**src/rtl/clk_burst_scheduler_pkg.sv**
```systemverilog
// Shared types and constants for the burst clock scheduler and its pulse generator.
package clk_burst_scheduler_pkg;

  // Width of the requested pulse count.
  localparam int LEN_W = 8;

  // Output clock shaping modes.
  localparam logic MODE_DIV2 = 1'b0;
  localparam logic MODE_DIV4 = 1'b1;

  // Requester identities, used for both the owner output and the round-robin pointer.
  localparam logic OWNER_A = 1'b0;
  localparam logic OWNER_B = 1'b1;

  // Scheduler states: waiting, shaping pulses, and the single quiet cycle after a burst.
  typedef enum logic [1:0] {
    ST_IDLE = 2'd0,
    ST_RUN  = 2'd1,
    ST_GAP  = 2'd2
  } state_t;

  // Phase value that closes one output period for the given mode.
  function automatic logic [1:0] last_phase(input logic mode);
    return (mode == MODE_DIV4) ? 2'd3 : 2'd1;
  endfunction

endpackage

```
**src/rtl/clk_burst_scheduler_burst_pulse_gen.sv**
```systemverilog
// Phase and remaining-pulse counters plus the registered burst clock output.
// The top tells it when a burst is granted (load) and while the FSM is in RUN;
// it reports back when the current RUN cycle is the last one of the burst.
module burst_pulse_gen
  import clk_burst_scheduler_pkg::*;
(
  input  logic             i_clk,
  input  logic             i_reset,
  input  logic             i_load,
  input  logic [LEN_W-1:0] i_len,
  input  logic             i_mode,
  input  logic             i_run,
  input  logic             i_abort,
  output logic             o_clk_out,
  output logic             o_end
);

  logic [1:0]       r_phase;
  logic [LEN_W-1:0] r_remaining;
  logic             r_mode;
  logic             r_clk_out;

  logic             w_last;
  logic             w_end;
  logic [1:0]       w_phase_nxt;

  // Decode the end of a period and the end of the burst from the current counters.
  // A zero-length burst ends on its very first RUN cycle without any pulse.
  always_comb begin
    w_last      = (r_phase == last_phase(r_mode));
    w_end       = (r_remaining == '0) || (w_last && (r_remaining == LEN_W'(1)));
    w_phase_nxt = w_last ? 2'd0 : (r_phase + 2'd1);
  end

  // Load counters on a grant, advance them while running, and register clk_out
  // so that it is high exactly in phase 0 of every period of a live burst.
  always_ff @(posedge i_clk) begin
    if (i_reset) begin
      r_phase     <= 2'd0;
      r_remaining <= '0;
      r_mode      <= MODE_DIV2;
      r_clk_out   <= 1'b0;
    end else if (i_load) begin
      r_phase     <= 2'd0;
      r_remaining <= i_len;
      r_mode      <= i_mode;
      r_clk_out   <= (i_len != '0);
    end else if (i_run) begin
      if (w_last && (r_remaining != '0)) begin
        r_remaining <= r_remaining - LEN_W'(1);
      end
      r_phase   <= w_phase_nxt;
      r_clk_out <= (w_phase_nxt == 2'd0) && !w_end && !i_abort;
    end else begin
      r_phase   <= 2'd0;
      r_clk_out <= 1'b0;
    end
  end

  assign o_clk_out = r_clk_out;
  assign o_end     = w_end;

endmodule

```
**src/rtl/clk_burst_scheduler.sv**
```systemverilog
// Round-robin burst clock scheduler: arbitrates two requesters, then emits a
// divided clock burst of the granted length followed by one quiet GAP cycle.
module clk_burst_scheduler
  import clk_burst_scheduler_pkg::*;
(
  input  logic             fastclk,
  input  logic             reset,
  input  logic             req_a,
  input  logic             req_b,
  input  logic [LEN_W-1:0] len_a,
  input  logic [LEN_W-1:0] len_b,
  input  logic             mode_a,
  input  logic             mode_b,
  input  logic             abort,
  output logic             gnt_a,
  output logic             gnt_b,
  output logic             clk_out,
  output logic             busy,
  output logic             owner,
  output logic             done,
  output logic             aborted
);

  state_t           r_state;
  logic             r_gnt_a;
  logic             r_gnt_b;
  logic             r_done;
  logic             r_aborted;
  logic             r_owner;
  logic             r_ptr;

  state_t           w_state_nxt;
  logic             w_gnt_a_nxt;
  logic             w_gnt_b_nxt;
  logic             w_done_nxt;
  logic             w_aborted_nxt;
  logic             w_load;
  logic             w_pick_b;
  logic [LEN_W-1:0] w_len;
  logic             w_mode;
  logic             w_end;
  logic             w_run;

  // Round-robin choice: a lone requester wins, and on a tie the requester that
  // was not served last wins. The chosen requester's len/mode are forwarded.
  always_comb begin
    w_pick_b = req_b && (!req_a || (r_ptr == OWNER_A));
    w_len    = w_pick_b ? len_b  : len_a;
    w_mode   = w_pick_b ? mode_b : mode_a;
  end

  // Next-state and registered-output decode. GAP hands straight back to
  // arbitration, so a requester already waiting is granted in the cycle right
  // after GAP; with nothing pending GAP falls to IDLE. Abort wins over a
  // natural end in the same cycle.
  always_comb begin
    w_state_nxt   = r_state;
    w_gnt_a_nxt   = 1'b0;
    w_gnt_b_nxt   = 1'b0;
    w_done_nxt    = 1'b0;
    w_aborted_nxt = 1'b0;
    w_load        = 1'b0;
    case (r_state)
      ST_IDLE, ST_GAP: begin
        if (req_a || req_b) begin
          w_state_nxt = ST_RUN;
          w_load      = 1'b1;
          w_gnt_a_nxt = !w_pick_b;
          w_gnt_b_nxt = w_pick_b;
        end else begin
          w_state_nxt = ST_IDLE;
        end
      end
      ST_RUN: begin
        if (abort) begin
          w_state_nxt   = ST_GAP;
          w_done_nxt    = 1'b1;
          w_aborted_nxt = 1'b1;
        end else if (w_end) begin
          w_state_nxt   = ST_GAP;
          w_done_nxt    = 1'b1;
        end
      end
      default: begin
        w_state_nxt = ST_IDLE;
      end
    endcase
  end

  // State, grant/done pulses, owner and round-robin pointer registers.
  // The pointer starts at B so that A wins the first tie.
  always_ff @(posedge fastclk) begin
    if (reset) begin
      r_state   <= ST_IDLE;
      r_gnt_a   <= 1'b0;
      r_gnt_b   <= 1'b0;
      r_done    <= 1'b0;
      r_aborted <= 1'b0;
      r_owner   <= OWNER_A;
      r_ptr     <= OWNER_B;
    end else begin
      r_state   <= w_state_nxt;
      r_gnt_a   <= w_gnt_a_nxt;
      r_gnt_b   <= w_gnt_b_nxt;
      r_done    <= w_done_nxt;
      r_aborted <= w_aborted_nxt;
      if (w_load) begin
        r_owner <= w_pick_b ? OWNER_B : OWNER_A;
        r_ptr   <= w_pick_b ? OWNER_B : OWNER_A;
      end
    end
  end

  assign w_run = (r_state == ST_RUN);

  burst_pulse_gen u_pulse_gen (
    .i_clk     (fastclk),
    .i_reset   (reset),
    .i_load    (w_load),
    .i_len     (w_len),
    .i_mode    (w_mode),
    .i_run     (w_run),
    .i_abort   (abort),
    .o_clk_out (clk_out),
    .o_end     (w_end)
  );

  assign gnt_a   = r_gnt_a;
  assign gnt_b   = r_gnt_b;
  assign done    = r_done;
  assign aborted = r_aborted;
  assign owner   = r_owner;
  assign busy    = (r_state != ST_IDLE);

endmodule

```
**config.mk**
```make
export PLATFORM = sky130hd
export DESIGN_NAME = clk_burst_scheduler
export DESIGN_NICKNAME = d
export VERILOG_FILES = /design/src/rtl/clk_burst_scheduler_pkg.sv /design/src/rtl/clk_burst_scheduler_burst_pulse_gen.sv /design/src/rtl/clk_burst_scheduler.sv
export SDC_FILE = /design/constraint.sdc
export NUM_CORES = 1
export LEC_CHECK = 0
export ABC_AREA = 1
export CAP_MARGIN = 40
export CORE_ASPECT_RATIO = 0.5
export CORE_MARGIN = 10
export CORE_UTILIZATION = 44
export CTS_CLUSTER_SIZE = 14
export DETAILED_ROUTE_END_ITERATION = 6
export PLACE_DENSITY_LB_ADDON = 0.05
export SLEW_MARGIN = 20
export SYNTH_ARGS = -nofsm -noshare
export SYNTH_HDL_FRONTEND = slang
export SYNTH_SLANG_ARGS = --single-unit
```
**constraint.sdc**
```tcl
create_clock -name fastclk -period 1.3 [get_ports fastclk]
set_clock_uncertainty 0.15 [all_clocks]
set_input_delay 0.13 -clock fastclk [delete_from_list [all_inputs] [get_ports fastclk]]
set_output_delay 0.13 -clock fastclk [all_outputs]
set_load 0.01 [all_outputs]
```
==> metrics.txt, run 1 <==
Final Hold Viols=0; global-route wire length before repair=6016 µm; drc violations=0; GRT Total Usage=0.1374; DR iter-0 viols=49; global route hottest layer=met2; Final Cycle Share=1.140; Slew headroom=0.7741; clk buf depth=2; crit-path max FO=8; critical path arrival=1500 ps; # IOs=30; sequential fraction of the synthesis area=0.3252; chip height=57.41 µm; Die Area=around 0.0054 mm²; flops & latches, synth=20; Worst VDD drop=between 0.7 and 0.8 mV; Vias/cell=4.832; CP delay by family, top=simple AND/OR/NAND/NOR gates; Clk pin slew, worst setup/hold paths=80 ps; crit-path max cell delay=380 ps; Post-layout nets=293; most frequent cells in the layout=52 x nand2_1, 33 x buf_4, 24 x inv_1; max cap viols=0; Overflow after GRT=0; Leak=0.001001 µW; CP Capture Point=u_pulse_gen.r_remaining[1]; clk sinks=20; Syn Inst Count=200; Area Overhead vs Synth=68.50%; Worst R2R Start=u_pulse_gen.r_mode; Ys Warns=0; via count=1464; Setup WS post-layout=-182.0 ps; leading area contributor after synthesis=dfxtp_1; router iterations before antenna repair=4; antenna cells=0; worst slew pin tran=338.5 ps; Avg WL per Cell=13.15 µm; commonest non-fill, non-tap cell in the layout=nand2_1; synth unique cells=25; syn_nets=roughly 230; Layout Utilization=0.7873; Placer Congestion=0.9335; CTS tree=built; Root Buffer=clkbuf_8; Hold Path Class=in -> reg; total negative slack=-1248 ps; Reg2Reg Setup Slack=-180 ps; GR Util met1=0.1730; htree depth=1; crit path from=u_pulse_gen.r_mode; Initial Util=0.4672; Startpoint Class=flip-flop; antenna violations before repair=0; max frequency=674.8 MHz; failing checks=setup timing; FF-to-FF path depth=9; Crit-path slowest cell=dfxtp_2; Final ANT Viol Nets=0; Die Span X=94.81 µm; clk_lat worst skew=270 ps; cell mode on critical path=nor2_1; CP Class=reg -> reg; non-filler instance count after layout=303; crit path cell chain=inv_1 > nand2_1 > nand3_1 > nor2_2 > nand2_4 > nand2_8 > inv_2 > nor2_1 > nor2_1; share of the synthesized area in the top cell type=0.3252; largest net degree at the start of global routing=20; layout cells sized above 1=0.3571; worst path bufs/invs=2; outcome=finished with violations; number of global-route vias before repair=1293; Worst EP required=between 1000 and 1500 ps; critical path depth in cells=9; M2 GR Usage=0.2189; setup repair after global routing missed its margin=true; PD cells=around 1200 mW/mm²; M3 GR Usage=0.05346; average cell area after synthesis=6.156 µm²; post-placement cell count=297; DP Wirelength=~2900 µm; setup violators final=10; Final Cell Area=approximately 0.0021 mm²; total CTS buffers=3; Post-Syn Area=0.001231 mm²; FP Rows=13; DRT Wirelength=3984 µm; Post-DP Area=0.001853 mm²; ranking of synthesized cells by area=dfxtp_1 33%, nand2_1 17%, inv_1 9.8%, nor2_1 9.5%, nand3_1 6.5%; Crit. End Element=flip-flop; Fill cells=196; CORE AREA=~0.0026 mm²; reg2reg end=u_pulse_gen.r_remaining[1]; IO buf count=29; Final Critical Period=1482 ps; final slew viol count=0
[layer usage]
layer,vias to the layer above,routed length [µm],share of wire
met3,6,238,0.060
met2,30,1937,0.49
li1,748,-,-
met4,0,29,0.0073
met1,680,1778,0.45
met5,-,0,0
[worst register-to-register path: stages, from the launching register on]
cell and delay (ps):
dfxtp_2 380, inv_1 50, nand2_1 120, nand3_1 120, nor2_2 140, nand2_4 110
nand2_8 120, inv_2 40, nor2_1 100, nor2_1 50
[flip-flops by register name, indices dropped and copies added, names as in the netlist]
register,count
u_pulse_gen.r_mode,1
aborted,1
u_pulse_gen.r_phase,2
gnt_a,1
done,1
r_state,2
gnt_b,1
owner,1
u_pulse_gen.r_remaining,8
r_ptr,1
u_pulse_gen.o_clk_out,1
[Yosys cell counts, drive strengths merged]
library cell / instances
dfxtp: 20
a31oi: 1
o211ai: 2
buf: 4
nor2: 36
nand4: 1
nand2: 60
nor3: 1
inv: 34
o21ai: 14
a211oi: 1
a21oi: 4
or2: 2
mux2i: 1
ha: 3
nand3: 16
[stage by stage]
step	hold WS, ps	setup slack (ps)	total power [µW]
floorplan	92.22	1.378	1197
global placement	300.9	-395.6	1600
detailed placement	302.2	-426.8	1613
CTS	278.3	-113.1	2290
global route	291.6	-265.8	2543
finish	282.4	-182.0	2409
[report_power, final]
| group | switching [µW] | internal, µW | total [µW] |
|---|---|---|---|
| Clock | 237 | 412 | 649 |
| Sequential | 66.1 | 688 | 754 |
| Combinational | 511 | 494 | 1010 |
| Total | 814 | 1590 | 2410 |
[final cells by class]
| type | count | area (µm²) | area share |
|---|---|---|---|
| clock buffers | 3 | 41.29 | 0.01990 |
| clock inverters | 1 | 30.03 | 0.01448 |
| inverters | 34 | 132.6 | 0.06393 |
| multi-input cells | 142 | 818.3 | 0.3945 |
| flip-flops and latches | 20 | 417.9 | 0.2014 |
| well taps | 37 | 46.29 | 0.02232 |
| repair buffers | 66 | 588.1 | 0.2835 |
[worst min-delay path by stage]
stage,from,endpoint,slack [ps],cells past startpoint
global placement,owner,owner,300,2
detailed placement,owner,owner,300,2
global route,mode_b,u_pulse_gen.r_mode,290,3
floorplan,abort,aborted,90,2
CTS,mode_a,u_pulse_gen.r_mode,280,3
finish,mode_a,u_pulse_gen.r_mode,280,3
[what timing repair did]
item | 4_1_cts | 5_1_grt
endpoints found under the setup margin | 21 | 19
setup buffers | 0 | 2
gates resized for setup | 26 | 36
endpoints found under the hold margin | 0 | 0
pin swaps | 1 | 9
hold buffers | 0 | 0
[logic make-up after synthesis]
logic type | share of synthesized area
AND/OR/NAND/NOR | 0.4096
buffers and inverters | 0.1240
AO/OA/AOI/OAI | 0.1026
flip-flops | 0.3252
adder cells (fa/ha/maj) | 0.03049
multiplexers | 0.008130
Power figures use the tool's default switching activity.
==> inputs of run 2 (changes only) <==
--- a/config.mk
+++ b/config.mk
@@ -10,8 +10,10 @@
 export CORE_ASPECT_RATIO = 0.5
 export CORE_MARGIN = 10
 export CORE_UTILIZATION = 44
+export CTS_CLUSTER_DIAMETER = 50
 export CTS_CLUSTER_SIZE = 14
 export DETAILED_ROUTE_END_ITERATION = 6
+export GPL_TIMING_DRIVEN = 0
 export PLACE_DENSITY_LB_ADDON = 0.05
 export SLEW_MARGIN = 20
 export SYNTH_ARGS = -nofsm -noshare
==> run 2 against run 1 <==
  * The run still ends with setup timing left
  * Utilization shrank 6.7 points
  * Register-to-register slack lost 30 ps
  * Sequential cell count is the same
  * Final cell count shrank 7.9%
  * Count of clock-buffer cells in the layout is the same
  * Critical path depth is the same
  * Worst setup slack lost 29 ps
  * Critical path type unchanged
==> metrics.txt, run 2 (synthesis results as in run 1) <==
outcome=finished with violations (unchanged); failing checks=setup timing (unchanged); Post-layout nets=269 (was 293); Crit. End Element=flip-flop (unchanged); Setup WS post-layout=-211.2 ps (was -182.0 ps); cell mode on critical path=nand2_4 (was nor2_1); Leak=0.0008824 µW (was 0.001001 µW); # IOs=30 (unchanged); layout cells sized above 1=0.2893 (was 0.3571); critical path arrival=1530 ps (was 1500 ps); Slew headroom=0.8014 (was 0.7741); Overflow after GRT=0 (unchanged); max cap viols=0 (unchanged); Area Overhead vs Synth=54.07% (was 68.50%); via count=1365 (was 1464); DRT Wirelength=3687 µm (was 3984 µm); setup repair after global routing missed its margin=true (unchanged); total CTS buffers=3 (unchanged); Placer Congestion=0.8413 (was 0.9335); Top reg by flops=u_pulse_gen.r_remaining (unchanged); CP Class=reg -> reg (unchanged); final slew viol count=0 (unchanged); Crit-path slowest cell=dfxtp_4 (was dfxtp_2); Root Buffer=clkbuf_8 (unchanged); largest net degree at the start of global routing=13 (was 20); PD cells=1176 mW/mm² (was 1161 mW/mm²); Net Sw Frac=0.3439 (was 0.3382); IO buf count=28 (was 29); number of global-route vias before repair=1302 (was 1293); Final ANT Viol Nets=0 (unchanged); worst path bufs/invs=2 (unchanged); worst slew pin tran=297.5 ps (was 338.5 ps); Initial Util=0.4672 (unchanged); antenna violations before repair=0 (unchanged); Avg WL per Cell=13.22 µm (was 13.15 µm); Worst VDD drop=0.6358 mV (was 0.7404 mV); non-filler instance count after layout=279 (was 303); antenna cells=0 (unchanged); Largest regs=u_pulse_gen.r_remaining: 8 flops, r_state: 2 flops, u_pulse_gen.r_phase: 2 flops (unchanged); power share of the clock group=0.285 (was 0.269); CP delay by family, top=simple AND/OR/NAND/NOR gates (unchanged); drc violations=0 (unchanged); DP Wirelength=2671 µm (was 2864 µm); crit-path max cell delay=370 ps (was 380 ps); global-route wire length before repair=5865 µm (was 6016 µm); max frequency=661.7 MHz (was 674.8 MHz); crit-path max FO=8 (unchanged); Int Pwr=1463 µW (was 1594 µW); commonest non-fill, non-tap cell in the layout=nand2_1 (unchanged); DR iter-0 viols=73 (was 49); Die Span X=94.81 µm (unchanged); setup violators final=12 (was 10); crit path cell chain=inv_4 > ha_4 > nand2_4 > nor2_4 > inv_2 > nand2_4 > nand2_8 > o21ai_2 > nor2_1 (was inv_1 > nand2_1 > nand3_1 > nor2_2 > nand2_4 > nand2_8 > inv_2 > nor2_1 > nor2_1); Final Critical Period=1511 ps (was 1482 ps); Reg power frac=0.338 (was 0.313); Psw=767.1 µW (was 814.5 µW); CORE AREA=0.002635 mm² (unchanged); clk_lat worst skew=260 ps (was 270 ps); htree depth=1 (unchanged); Final Hold Viols=0 (unchanged); CTS tree=built (unchanged); clk sinks=20 (unchanged); Largest register FFs=8 (unchanged); Clk pin slew, worst setup/hold paths=80 ps (about the same); Startpoint Class=flip-flop (unchanged); Die Area=0.005443 mm² (unchanged); most frequent cells in the layout=50 x nand2_1, 27 x inv_1, 23 x nor2_1 (was 52 x nand2_1, 33 x buf_4, 24 x inv_1); post-placement cell count=265 (was 297); Worst EP required=1310 ps (was 1320 ps); Place WS=-517.1 ps (was -426.8 ps); clk buf depth=2 (unchanged); Hold Path Class=in -> reg (unchanged); Final Cycle Share=1.162 (was 1.140); Vias/cell=4.892 (was 4.832); chip height=57.41 µm (unchanged); GRT Total Usage=0.1333 (was 0.1374); FP Rows=13 (unchanged); Gate power share=0.376 (was 0.417); router iterations before antenna repair=4 (unchanged)
==> run 2: cell types whose count changed in the layout (fill, tap and decap cells not counted), sizes merged <==
| cell | before | now |
|---|---|---|
| buf | 37 | 13 |
| clkdlybuf4s50 | 22 | 19 |
| dlygate4sd2 | 6 | 8 |
| dlygate4sd3 | 0 | 1 |
==> run 2: worst paths after layout <==
check / startpoint / to / slack (ps) / depth (start not counted)
max: u_pulse_gen.r_remaining[0] / u_pulse_gen.r_remaining[1] / -210 / 9
min: reset / r_state[0] / 20 / 4
max reg2reg: u_pulse_gen.r_remaining[0] / u_pulse_gen.r_remaining[1] / -210 / 9
min reg2reg: u_pulse_gen.r_phase[0] / u_pulse_gen.r_phase[0] / 310 / 1
==> run 2: layout make-up <==
cell class,instances,area [µm²]
Fill cell,238,738.2
Buffer,4,37.54
Clock inverter,1,30.03
Multi-Input combinational cell,142,843.3
Sequential cell,20,412.9
Timing Repair Buffer,38,350.3
Tap cell,37,46.29
Inverter,34,135.1
Clock buffer,3,41.29
==> run 2: worst reg2reg max path: stages, from the launching register on <==
cell and delay [ps]:
dfxtp_4 370, inv_4 70, ha_4 140, nand2_4 40, nor2_4 160, inv_2 80, nand2_4 130, nand2_8 90
o21ai_2 140, nor2_1 50
==> run 2: repair_timing <==
item | CTS | global route
hold buffers | 1 | 0
endpoints found under the setup margin | 22 | 16
setup buffers | 2 | 5
endpoints found under the hold margin | 5 | 0
resized for setup | 41 | 31
pin swaps | 3 | 10
gates cloned | 1 | 1
==> run 2: power groups by stage <==
stage               Combinational [µW]  Clock [µW]  Sequential [µW]
global placement                   646           0              754
CTS                                728         645              747
global route                       932         673              764
detailed placement                 658           0              756
finish                             839         636              755
floorplan                          448           0              749
==> run 2: per-stage QoR <==
stage	setup TNS, ps	power (µW)	util	hold WS [ps]	instance area [µm²]
final	-1855	2230	0.7198	17.77	1897
after global routing	-2768	2370	0.7198	36.42	1897
after CTS	-983.5	2119	0.6643	15.70	1750
after detailed placement	-5176	1414	0.5997	215.2	1580
after global placement	-5133	1400	0.5997	214.6	1580
after floorplan	0	1197	-	92.22	1254
==> run 2: routing by layer <==
layer / wire length, µm / GRT usage / up-vias
met5: 0 / 0 / -
met4: 8 / 0.006356 / 0
met3: 255 / 0.04954 / 2
met2: 1780 / 0.2160 / 39
met1: 1642 / 0.1727 / 622
li1: - / - / 702
==> inputs of run 3 (changes only) <==
--- a/config.mk
+++ b/config.mk
@@ -14,7 +14,9 @@
 export CTS_CLUSTER_SIZE = 14
 export DETAILED_ROUTE_END_ITERATION = 6
 export GPL_TIMING_DRIVEN = 0
+export HOLD_SLACK_MARGIN = 0.03
 export PLACE_DENSITY_LB_ADDON = 0.05
+export SKIP_LAST_GASP = 1
 export SLEW_MARGIN = 20
 export SYNTH_ARGS = -nofsm -noshare
 export SYNTH_HDL_FRONTEND = slang
==> run 3 against run 2 <==
  * Register-to-register slack about the same
  * Sequential power about the same
  * The flow still finishes with violations (setup timing)
  * Highest routed layer unchanged
  * Design area up 0.66%
  * Worst setup slack worse by 3.5 ps
==> metrics.txt, run 3 (synthesis results as in run 1) <==
outcome=finished with violations (unchanged); failing checks=setup timing (unchanged); M2 GR Usage=0.2179 (was 0.2160); Die Span X=94.81 µm (unchanged); Crit-path slowest cell=dfxtp_4 (unchanged); Final ANT Viol Nets=0 (unchanged); commonest non-fill, non-tap cell in the layout=nand2_1 (unchanged); Overflow after GRT=0 (unchanged); Area Overhead vs Synth=55.08% (was 54.07%); router iterations before antenna repair=4 (unchanged); Post-layout nets=271 (was 269); antenna cells=0 (unchanged); Largest register FFs=8 (unchanged); clk sinks=20 (unchanged); Final Critical Period=1515 ps (was 1511 ps); Setup WS post-layout=-214.7 ps (was -211.2 ps); register area=412.9 µm² (unchanged); setup repair after global routing missed its margin=true (unchanged); largest net degree at the start of global routing=13 (unchanged); multi-input gate area in the final layout=838.3 µm² (was 843.3 µm²); Root Buffer=clkbuf_8 (unchanged); antenna violations before repair=0 (unchanged); Startpoint Class=flip-flop (unchanged); Place WS=-517.1 ps (unchanged); non-filler instance count after layout=281 (was 279); crit-path max cell delay=360 ps (was 370 ps); Worst VDD drop=0.6339 mV (was 0.6358 mV); drc violations=0 (unchanged); Die Area=0.005443 mm² (unchanged); crit path cell chain=inv_4 > ha_4 > nand2_4 > nor2_4 > inv_2 > nand2_4 > nand2_8 > o21ai_2 > nor2_1 (unchanged); Largest regs=u_pulse_gen.r_remaining: 8 flops, r_state: 2 flops, u_pulse_gen.r_phase: 2 flops (unchanged); max cap viols=0 (unchanged); DRT Wirelength=3726 µm (was 3687 µm); Avg WL per Cell=13.26 µm (was 13.22 µm); IO buf count=28 (unchanged); PD cells=1171 mW/mm² (was 1176 mW/mm²); most frequent cells in the layout=50 x nand2_1, 27 x inv_1, 22 x nor2_1 (was 50 x nand2_1, 27 x inv_1, 23 x nor2_1); Worst EP required=1320 ps (was 1310 ps); global-route wire length before repair=5885 µm (was 5865 µm); post-placement cell count=265 (unchanged); Final Cycle Share=1.165 (was 1.162); cell mode on critical path=nand2_4 (unchanged); GRT Total Usage=0.1338 (was 0.1333); crit-path max FO=8 (unchanged); # IOs=30 (unchanged); Worst R2R Start=u_pulse_gen.r_remaining[0] (unchanged); setup violators final=12 (unchanged); Hold Path Class=in -> reg (unchanged); number of global-route vias before repair=1309 (was 1302); Hold Path Origin=reset (unchanged); CP delay by family, top=simple AND/OR/NAND/NOR gates (unchanged); CTS tree=built (unchanged); chip height=57.41 µm (unchanged); DP Wirelength=2671 µm (unchanged); htree depth=1 (unchanged); CP Class=reg -> reg (unchanged); total CTS buffers=3 (unchanged); CORE AREA=0.002635 mm² (unchanged); worst slew pin tran=300.6 ps (was 297.5 ps); Vias/cell=4.968 (was 4.892); clk_lat worst skew=260 ps (about the same); final slew viol count=0 (unchanged); M3 GR Usage=0.04954 (unchanged); Leak=0.0008926 µW (was 0.0008824 µW); max frequency=660.2 MHz (was 661.7 MHz); Crit. End Element=flip-flop (unchanged); via count=1396 (was 1365); Slew headroom=0.7994 (was 0.8014); Fill cells=238 (unchanged); global route hottest layer=met2 (unchanged); Initial Util=0.4672 (unchanged); FP Rows=13 (unchanged); critical path arrival=1530 ps (about the same); Top reg by flops=u_pulse_gen.r_remaining (unchanged); worst path bufs/invs=2 (unchanged); Placer Congestion=0.8413 (unchanged); DR iter-0 viols=70 (was 73); Final Hold Viols=0 (unchanged); Clk pin slew, worst setup/hold paths=80 ps (about the same); crit path from=u_pulse_gen.r_remaining[0] (unchanged); layout cells sized above 1=0.2910 (was 0.2893); clk buf depth=2 (unchanged); GR Util met1=0.1727 (unchanged)
## run 3: where the power goes
group	total, µW	internal [µW]	leakage, µW	switching [µW]
combinational	847	371	0.000690	476
sequential	753	685	0.000167	67.4
clock	637	411	0.0000357	226
## run 3: path summary, 6_finish.rpt
check	slack, ps	end	cells past startpoint
max	-210	u_pulse_gen.r_remaining[1]	9
min	110	r_ptr	3
max reg2reg	-210	u_pulse_gen.r_remaining[1]	9
min reg2reg	300	u_pulse_gen.r_phase[0]	1
## run 3: worst register-to-register path, delay by kind of cell, from the launching register on
kind            cells  cell delay (ps)
buf+inv             2              150
fa+ha+maj           1              140
simple gates        5              480
compound gates      1              140
flops               1              360
## run 3: metrics by stage
stage	util	TNS [ps]	hold slack [ps]	cell area (µm²)	total power, µW
floorplan	-	0	92.22	1254	1197
global placement	0.5997	-5133	214.6	1580	1400
detailed placement	0.5997	-5176	215.2	1580	1414
CTS	0.6643	-1027	87.37	1750	2115
global route	0.7246	-2799	113.6	1909	2378
finish	0.7246	-1906	111.7	1909	2236
## run 3: per-layer routing
metal | vias up | share of wire
met5 | - | 0
li1 | 712 | -
met3 | 2 | 0.070
met4 | 0 | 0.0021
met1 | 636 | 0.44
met2 | 46 | 0.48
## run 3: what timing repair did
action / 4_1_cts / 5_1_grt
endpoints found under the hold margin: 5 / 0
gates resized for setup: 36 / 36
buffers inserted: 2 / 6
setup endpoints to repair: 22 / 16
hold buffers: 2 / 0
pin swaps: 2 / 11
gates cloned: 1 / 1
## run 3: area by class of cell
type,count,area share
Multi-Input combinational cell,142,0.4391
Tap cell,37,0.02425
Sequential cell,20,0.2163
Buffer,4,0.01966
Clock buffer,3,0.02163
Timing Repair Buffer,40,0.1927
Inverter,34,0.07077
Clock inverter,1,0.01573
